[src/rtl/cla_pkg.sv]
// Shared sizing and stage bookkeeping types for the pipelined CLA subtractor.
// Latency: n/a (types and constants only).
// Backpressure: n/a.
package cla_pkg;

    // Lower slice is half the operand width unless overridden.
    function automatic int cla_lo_w(input int w);
        return w / 2;
    endfunction

    localparam int CLA_WIDTH = 14;
    localparam int CLA_LO_W  = cla_lo_w(CLA_WIDTH);

    // Occupancy flags of the two pipeline stage registers.
    typedef struct packed {
        logic s1;
        logic s2;
    } stage_vld_t;

endpackage

[src/rtl/cla_block.sv]
// Combinational W-bit carry-lookahead adder slice: sum = a + b + cin.
// Latency: 0 cycles (pure combinational).
// Backpressure: none; no handshake at this level.
module cla_block #(
    parameter int W = 7
) (
    input  logic [W-1:0] a,
    input  logic [W-1:0] b,
    input  logic         cin,
    output logic [W-1:0] sum,
    output logic         cout
);

    logic [W-1:0] g;
    logic [W-1:0] p;
    logic [W-1:0] t;
    logic [W:0]   c;
    logic         cc;
    logic         prod;

    assign g = a & b;
    assign p = a | b;
    assign t = a ^ b;

    // Each carry is a flat sum of generate terms gated by the product of the
    // propagates above them, so no carry depends on a neighbouring carry.
    always_comb begin
        c    = '0;
        cc   = 1'b0;
        prod = 1'b1;
        for (int i = 0; i <= W; i++) begin
            cc   = 1'b0;
            prod = 1'b1;
            for (int j = i - 1; j >= 0; j--) begin
                cc   = cc | (g[j] & prod);
                prod = prod & p[j];
            end
            c[i] = cc | (cin & prod);
        end
    end

    assign sum  = t ^ c[W-1:0];
    assign cout = c[W];

endmodule

[src/rtl/cla_sub_pipe.sv]
// Two-stage pipelined unsigned subtractor (min - sub) built from CLA slices.
// Latency: 2 cycles from input handshake to output handshake with i_ready high.
// Backpressure: each stage holds its result until the next accepts; o_ready drops only when both stages are full and i_ready is low.
module cla_sub_pipe
    import cla_pkg::*;
#(
    parameter int WIDTH = CLA_WIDTH,
    parameter int LO_W  = cla_lo_w(WIDTH)
) (
    input  logic             i_clk,
    input  logic             i_rst,
    input  logic             i_valid,
    output logic             o_ready,
    input  logic [WIDTH-1:0] i_min,
    input  logic [WIDTH-1:0] i_sub,
    output logic             o_valid,
    input  logic             i_ready,
    output logic [WIDTH-1:0] o_diff,
    output logic             o_borrow
);

    localparam int HI_W = WIDTH - LO_W;

    stage_vld_t        vld;
    logic [WIDTH-1:0]  nsub;
    logic              in_fire;
    logic              s1_en;
    logic              s2_en;

    // Stage 1 registers: lower result plus everything the upper slice needs.
    logic [LO_W-1:0]   s1_lo;
    logic              s1_carry;
    logic [HI_W-1:0]   s1_min_hi;
    logic [HI_W-1:0]   s1_nsub_hi;

    // Stage 2 registers: the complete result.
    logic [WIDTH-1:0]  s2_diff;
    logic              s2_borrow;

    logic [LO_W-1:0]   lo_sum;
    logic              lo_cout;
    logic [HI_W-1:0]   hi_sum;
    logic              hi_cout;

    // Subtraction as min + ~sub + 1; the +1 enters as carry-in of the low slice.
    assign nsub = ~i_sub;

    cla_block #(.W(LO_W)) u_lo (
        .a    (i_min[LO_W-1:0]),
        .b    (nsub[LO_W-1:0]),
        .cin  (1'b1),
        .sum  (lo_sum),
        .cout (lo_cout)
    );

    cla_block #(.W(HI_W)) u_hi (
        .a    (s1_min_hi),
        .b    (s1_nsub_hi),
        .cin  (s1_carry),
        .sum  (hi_sum),
        .cout (hi_cout)
    );

    // A stage loads when empty or when its contents leave on the same edge.
    assign s2_en   = !vld.s2 || i_ready;
    assign o_ready = !vld.s1 || !vld.s2 || i_ready;
    assign s1_en   = o_ready;
    assign in_fire = i_valid && o_ready;

    // Stage occupancy flags; reset drops any in-flight operands immediately.
    always_ff @(posedge i_clk or posedge i_rst) begin
        if (i_rst) begin
            vld <= '0;
        end else begin
            if (s1_en) vld.s1 <= in_fire;
            if (s2_en) vld.s2 <= vld.s1;
        end
    end

    // Stage 1 data: capture low-slice sum, its carry-out and the upper operands.
    always_ff @(posedge i_clk or posedge i_rst) begin
        if (i_rst) begin
            s1_lo      <= '0;
            s1_carry   <= 1'b0;
            s1_min_hi  <= '0;
            s1_nsub_hi <= '0;
        end else if (in_fire) begin
            s1_lo      <= lo_sum;
            s1_carry   <= lo_cout;
            s1_min_hi  <= i_min[WIDTH-1:LO_W];
            s1_nsub_hi <= nsub[WIDTH-1:LO_W];
        end
    end

    // Stage 2 data: finish the upper slice; no carry out means a borrow occurred.
    always_ff @(posedge i_clk or posedge i_rst) begin
        if (i_rst) begin
            s2_diff   <= '0;
            s2_borrow <= 1'b0;
        end else if (s2_en && vld.s1) begin
            s2_diff   <= {hi_sum, s1_lo};
            s2_borrow <= ~hi_cout;
        end
    end

    assign o_valid  = vld.s2;
    assign o_diff   = s2_diff;
    assign o_borrow = s2_borrow;

endmodule
[config.mk]
export PLATFORM = sky130hd
export DESIGN_NAME = cla_sub_pipe
export DESIGN_NICKNAME = d
export VERILOG_FILES = /design/src/rtl/cla_pkg.sv /design/src/rtl/cla_block.sv /design/src/rtl/cla_sub_pipe.sv
export SDC_FILE = /design/constraint.sdc
export NUM_CORES = 1
export LEC_CHECK = 0
export ABC_AREA = 0
export BUFFER_PORTS_ARGS = -buffer_cell sky130_fd_sc_hd__buf_2
export CAP_MARGIN = 10
export CORE_UTILIZATION = 39
export DETAILED_ROUTE_END_ITERATION = 10
export HOLD_SLACK_MARGIN = 0.03
export MAX_ROUTING_LAYER = met4
export PLACE_DENSITY_LB_ADDON = 0.2
export SYNTH_ARGS = -nofsm -noshare
export SYNTH_HDL_FRONTEND = slang
export SYNTH_SLANG_ARGS = --single-unit
[constraint.sdc]
create_clock -name i_clk -period 2.25 [get_ports i_clk]
set_input_delay 0.45 -clock i_clk [delete_from_list [all_inputs] [get_ports i_clk]]
set_output_delay 0.45 -clock i_clk [all_outputs]
set_load 0.01 [all_outputs]
==> reports/qor.yml, run 1 <==
worst_setup_path:
  slowest_stage: "o41a_1"
  crit_fanout: 3
  crit_type: "reg2reg"
  critPathMaxStageDelay_ns: 0.41
  crit_required_ns: 2.46
  start_kind: "flip-flop"
  crit_arrival_ns: 2.06
  crit_path_frequent_cell: "nor2b_4"
  reg2reg_depth: 7
  path_cells: "inv_1 > ha_1 > nor2b_4 > o311a_4 > o41a_1 > nor2b_4 > o31ai_4"
  crit-reg2reg-launch: "s1_min_hi[0]"
  r2r_end: "o_borrow"
  r2r_slack_ns: 0.39
  cp-end-kind: "flip-flop"
synth:
  synth_area_per_cell_um2: 10.3
  ys_ff_latch: 39
  syn_area_mm2: 0.00231
  synth_top_area_cell: "dfrtp_1"
  synthCells: 224
  yosysSeqAreaShare_pct: 42.3
  yosys.area.top_type_share_pct: 42.3
  synth_fp_nets: 287
  ys_types: 34
  netlist_top_cells_area: "dfrtp_1 42%, ha_1 16%, inv_1 6.2%"
  ys.warnings.count: 0
placed_design:
  hpwl_mm: 2.90
  gp_congestion: 0.748
  io_buffers: 48
  dp_slack_ns: 0.242
  place_inst: 341
global_routing:
  use_met1_pct: 15.9
  antenna_found_initial: 0
  grt_pass1_vias: 1490
  grt_use_total_pct: 13.8
  grt.overflow.total: 0
  grt.busiest_layer: "met2"
  grt_max_degree: 41
  use_met3_pct: 4.14
  use_met2_pct: 22.6
  grt_pass1_wl_mm: 6.51
clocking:
  clk_latency_ns: 0.29
  clkTransAtPathRegs_ns: 0.08
  hold_buffers: 0
  postCtsSetupBuffers: 0
  cts_buffers: 5
  cts-root-buf: "clkbuf_8"
  clock_path_buffers: 2
  cts_tree: "yes"
  ctsResizeCount: 0
  cts.htree.levels: 2
  clock-sinks: 39
timing:
  fin_crit_sh_pct: 82.6
  tns_ns: 0
  period_needed_ns: 1.86
  fin_skew_ns: 0.00454
  rsz0062_at_grt: "false"
  slew_violations: 0
  setup_ws_ns: 0.392
  timing.fmax_mhz: 538
  timing.hold.ws_ns: 0.259
  hold_viol: 0
  worst_pin_slew_ns: 0.477
  maxSlewHeadroom_pct: 68.2
  setup_viol: 0
floorplan:
  num_rows: 27
  fp.dieW_um: 79.0
  initial_utilization_pct: 41.2
  core_mm2: 0.00561
  die_h_um: 79.0
  dieArea_mm2: 0.00623
  ios: 49
finish:
  antenna_cells: 0
  final_nets: 339
  syn_to_final_growth_pct: 18.9
  stdcell_count: 349
  fin_util_pct: 49.0
  drive_above_1_share_pct: 27.4
route:
  first_iter_violations: 31
  dr_total_vias: 1566
  drcViolationCount: 0
  wire_per_inst_um: 10.6
  dr.pass1.iters: 4
  routed_wl_mm: 3.69
  vias_per_cell: 4.49
  ant_nets: 0
hold_path:
  worstHoldPathType: "in2async"
job:
  drv_cap: 0
pwr:
  power.density_mw_per_mm2: 780
  p_leak_uw: 0.00143
  peakVddDrop_mv: 0.248
run_status:
  status: "completed"
==> placed cells by master (no fill, tap or decap), types with 2 or more instances in the layout <==
cell	n
buf_2	48
o221ai_1	2
dfrtp_1	39
xor2_1	6
ha_1	30
buf_4	2
nor3_1	2
or3_1	2
mux2_1	2
o21ai_1	6
inv_1	38
nand2_1	24
nor2b_4	2
nor2_1	3
nand3_1	2
xnor2_1	4
nor3b_1	3
a21oi_1	4
nor2b_1	2
clkbuf_8	6
nand2b_1	5
mux2_2	12
o21ai_0	17
a211oi_1	2
==> worst max-delay path by stage <==
stage                 startpoint    endpoint  slack [ns]
finish              s1_min_hi[0]    o_borrow        0.39
global route        s1_min_hi[0]  o_diff[13]        0.28
CTS                 s1_min_hi[0]    o_borrow        0.38
detailed placement      i_min[0]    s1_lo[5]        0.24
global placement        i_min[0]    s1_lo[5]        0.29
floorplan               i_sub[0]    s1_lo[5]        0.46
==> kinds of logic after synthesis <==
family	count (synthesis)	synth area share, %
compound gates	37	11.5
xor+xnor	10	3.79
fa+ha+maj	31	17.1
buf+inv	44	7.26
flops	39	42.3
mux	14	6.83
simple gates	49	11.2
==> worst max-delay path: cells and delay by family, from the launching register on <==
kind / cells / cell delay [ns]
and+or+nand+nor: 2 / 0.20
adders and majority gates: 1 / 0.20
DFF: 1 / 0.40
AOI/OAI and AO/OA: 3 / 0.87
buffers and inverters: 1 / 0.10
==> routing by layer <==
layer	wire length (um)	vias to the layer above	part of all wire (%)
li1	-	829	-
met1	1650	693	45
met2	1760	37	48
met3	232	7	6.3
met4	50	0	1.4
met5	0	-	0
==> area by class of cell <==
cell class / count / area, um^2
Fill cell: 554 / 2860
Multi-Input combinational cell: 141 / 1170
Sequential cell: 39 / 976
Timing Repair Buffer: 51 / 275
Inverter: 38 / 143
Tap cell: 72 / 90.1
Clock buffer: 7 / 86.3
Clock inverter: 1 / 8.76
==> power breakdown <==
group	internal (uW)	switching (uW)	total [uW]	leakage (uW)
combinational	342	350	692	0.000911
clock	251	238	489	0.0000484
sequential	871	89.6	960	0.000469
==> flip-flops by register name, summed over array words and instances, names as in the netlist <==
name and count:
o_diff 14, s1_min_hi 7, s1_carry 1, vld 1, o_valid 1, s1_nsub_hi 7
o_borrow 1, s1_lo 7
==> synth_stat cells (all sizes together) <==
cell type and count:
nand2b 5, nor2 3, dfrtp 39, o311a 1
nor2b 4, nand3 2, xnor2 4, fa 1
nand2 24, ha 30, or4b 1, clkbuf 4
nand3b 1, o21ai 23, o41a 1, nor3b 3
o221ai 2, a21oi 4, o31ai 1, or2 1
or3 2, xor2 6, inv 38, nor3 2
a221oi 1, a211oi 2, or4 1, mux2 14
buf 2, o21bai 2
==> stage by stage <==
step / total power (uW) / instance area (um^2)
final: 2140 / 2750
after global routing: 2310 / 2750
after CTS: 2190 / 2750
after detailed placement: 1690 / 2650
after global placement: 1670 / 2650
after floorplan: 1450 / 2310
Power figures use the tool's default switching activity.
==> inputs of run 2 (changes only) <==
--- a/config.mk
+++ b/config.mk
@@ -5,7 +5,7 @@
 export SDC_FILE = /design/constraint.sdc
 export NUM_CORES = 1
 export LEC_CHECK = 0
-export ABC_AREA = 0
+export ABC_AREA = 1
 export BUFFER_PORTS_ARGS = -buffer_cell sky130_fd_sc_hd__buf_2
 export CAP_MARGIN = 10
 export CORE_UTILIZATION = 39
==> constraint.sdc (replaced) <==
create_clock -name i_clk -period 1.7 [get_ports i_clk]
set_input_delay 0.34 -clock i_clk [delete_from_list [all_inputs] [get_ports i_clk]]
set_output_delay 0.34 -clock i_clk [all_outputs]
set_load 0.01 [all_outputs]
==> reports/qor.yml, run 2 <==
run_status:
  status: "completed"
timing:
  rsz0062_at_grt: "false"
  tns_ns: 0
  maxSlewHeadroom_pct: 66.5
  period_needed_ns: 1.45
  worst_pin_slew_ns: 0.502
  hold_viol: 0
  setup_viol: 0
  fin_crit_sh_pct: 85.1
  timing.fmax_mhz: 691
  fin_skew_ns: 0.00545
  slew_violations: 0
placed_design:
  hpwl_mm: 3.98
  placed_area_mm2: 0.00283
  gp_congestion: 0.888
  io_buffers: 48
clocking:
  clk_latency_ns: 0.29
  cts_tree: "yes"
  postCtsSetupBuffers: 0
  clkTransAtPathRegs_ns: 0.08
  clock-sinks: 39
  cts_buffers: 5
  clock_path_buffers: 2
  cts.htree.levels: 2
  cts-root-buf: "clkbuf_8"
  hold_buffers: 0
  ctsResizeCount: 0
synth:
  synth_commonest_cells: "77 x nand2_1, 58 x inv_1, 39 x dfrtp_1, 30 x ha_1, 25 x o21ai_1"
  yosysMostFrequentCell: "nand2_1"
  synthCells: 313
  yosys.area.top_type_share_pct: 38.9
  ys_async_sr_fraction_pct: 100
  yosysSeqAreaShare_pct: 38.9
  synth-edff-count: 0
  synth_fp_nets: 376
  synth_top_area_cell: "dfrtp_1"
  synth_area_per_cell_um2: 8.01
  synth_ff_type: "dfrtp_1"
  netlist_top_cells_area: "dfrtp_1 39%, ha_1 15%, nand2_1 12%"
  syn_area_mm2: 0.00251
  ys_types: 29
  ys.warnings.count: 0
  ys_ff_latch: 39
job:
  drv_cap: 0
global_routing:
  grt_max_degree: 40
  grt_pass1_vias: 1960
  grt_pass1_wl_mm: 8.74
  grt.overflow.total: 0
  grt_use_total_pct: 17.8
  antenna_found_initial: 0
worst_setup_path:
  cp-end-kind: "flip-flop"
  crit_type: "reg2reg"
  crit_arrival_ns: 1.63
  crit_fanout: 4
  crit-reg2reg-launch: "s1_min_hi[3]"
  cp_num_buf_inv: 2
  r2r_slack_ns: 0.25
  critPathMaxStageDelay_ns: 0.38
  slowest_stage: "dfrtp_1"
  crit_required_ns: 1.88
  reg2reg_depth: 10
  start_kind: "flip-flop"
  crit_path_frequent_cell: "nand2_1"
  crit_family: "simple AND/OR/NAND/NOR gates"
  path_cells: "inv_1 > ha_1 > nor2_4 > nand2_1 > inv_1 > nand3_1 > nand3_2 > nand2_1 > nand3_1 > nand2_1"
  r2r_end: "o_diff[13]"
finish:
  final_nets: 429
  layout_commonest_cell: "nand2_1"
  largest_reg_flops: 14
  fin_area_mm2: 0.00295
  antenna_cells: 0
  layout_common_cells: "77 x nand2_1, 58 x inv_1, 48 x buf_2, 39 x dfrtp_1, 30 x ha_1"
  syn_to_final_growth_pct: 17.6
  drive_above_1_share_pct: 22.3
hold_path:
  worstHoldPathType: "in2async"
route:
  routed_wl_mm: 4.98
  vias_per_cell: 4.62
  dr.pass1.iters: 4
  wire_per_inst_um: 11.3
  dr_total_vias: 2042
  ant_nets: 0
  drcViolationCount: 0
  first_iter_violations: 44
pwr:
  swShare_pct: 33.0
  combPwrFrac_pct: 31.3
  seqPwrFrac_pct: 41.5
  clkPwrFrac_pct: 27.1
  power.density_mw_per_mm2: 1010
  peakVddDrop_mv: 0.618
  p_switching_uw: 979
  p_int_uw: 1990
  p_leak_uw: 0.00166
floorplan:
  die_h_um: 82.2
  ios: 49
  initial_utilization_pct: 41.4
  core_mm2: 0.00606
  dieArea_mm2: 0.00675
  fp.dieW_um: 82.2
  num_rows: 28
==> run 2: cell count changes after synthesis, sizes merged, moves of 5 or more <==
cell,change
nand4,+6
o21ai,+8
nand3,+17
nor2,+12
nand2,+57
inv,+27
mux2,-14
nand2b,-5
==> run 2: layout make-up <==
cell class                 count  area (um^2)
fill                         627         3110
multi-input combinational    202         1240
sequential                    39          976
timing repair buffer          52          270
inverter                      66          248
tap                           75         93.8
clock buffer                   6         82.6
clock inverter                 2         35.0
==> run 2: per-layer routing <==
layer | GRT usage, % | up-vias | wire length (um)
li1 | - | 1073 | -
met1 | 20.9 | 925 | 2320
met2 | 29.9 | 37 | 2410
met3 | 2.97 | 7 | 148
met4 | 7.89 | 0 | 108
met5 | - | - | 0
==> run 2: stage by stage <==
| stage | worst slack [ns] | hold WS [ns] | utilization [%] | std cells | power (uW) |
|---|---|---|---|---|---|
| 5_1_grt | 0.0884 | 0.209 | 48.6 | 442 | 3220 |
| 6_report | 0.253 | 0.161 | 48.6 | 442 | 2960 |
| 4_1_cts | 0.249 | 0.167 | 48.6 | 442 | 3020 |
| 3_5_place_dp | 0.260 | 0.460 | 46.7 | 434 | 2200 |
| 2_1_floorplan | 0.386 | 0.432 | - | 313 | 1900 |
| 3_3_place_gp | 0.284 | 0.459 | 46.7 | 434 | 2170 |
==> run 2: power groups by stage <==
stage	clock, uW	sequential [uW]	combinational (uW)
CTS	836	1240	949
global placement	0	1240	926
global route	876	1260	1080
finish	804	1230	929
floorplan	0	1290	602
detailed placement	0	1250	944
==> run 2: worst max path at each step <==
stage	startpoint	endpoint	slack, ns	cells past startpoint
final	s1_min_hi[3]	o_diff[13]	0.25	10
after global routing	s1_nsub_hi[3]	o_diff[13]	0.09	10
after CTS	s1_min_hi[3]	o_diff[13]	0.25	10
after detailed placement	i_min[0]	s1_lo[5]	0.26	11
after global placement	i_min[3]	s1_lo[5]	0.28	11
after floorplan	s1_min_hi[3]	o_diff[13]	0.39	10
==> run 2: cell families after synthesis <==
kind of cell,synth area share (%)
xor+xnor,1.75
fa+ha+maj,15.8
buf+inv,11.5
simple gates,23.3
compound gates,8.73
flops,38.9
==> run 2: worst reg2reg max path, cell delays in order (launching register included) <==
cell,delay [ns]
dfrtp_1,0.38
inv_1,0.07
ha_1,0.24
nor2_4,0.14
nand2_1,0.06
inv_1,0.08
nand3_1,0.11
nand3_2,0.09
nand2_1,0.05
nand3_1,0.06
nand2_1,0.06
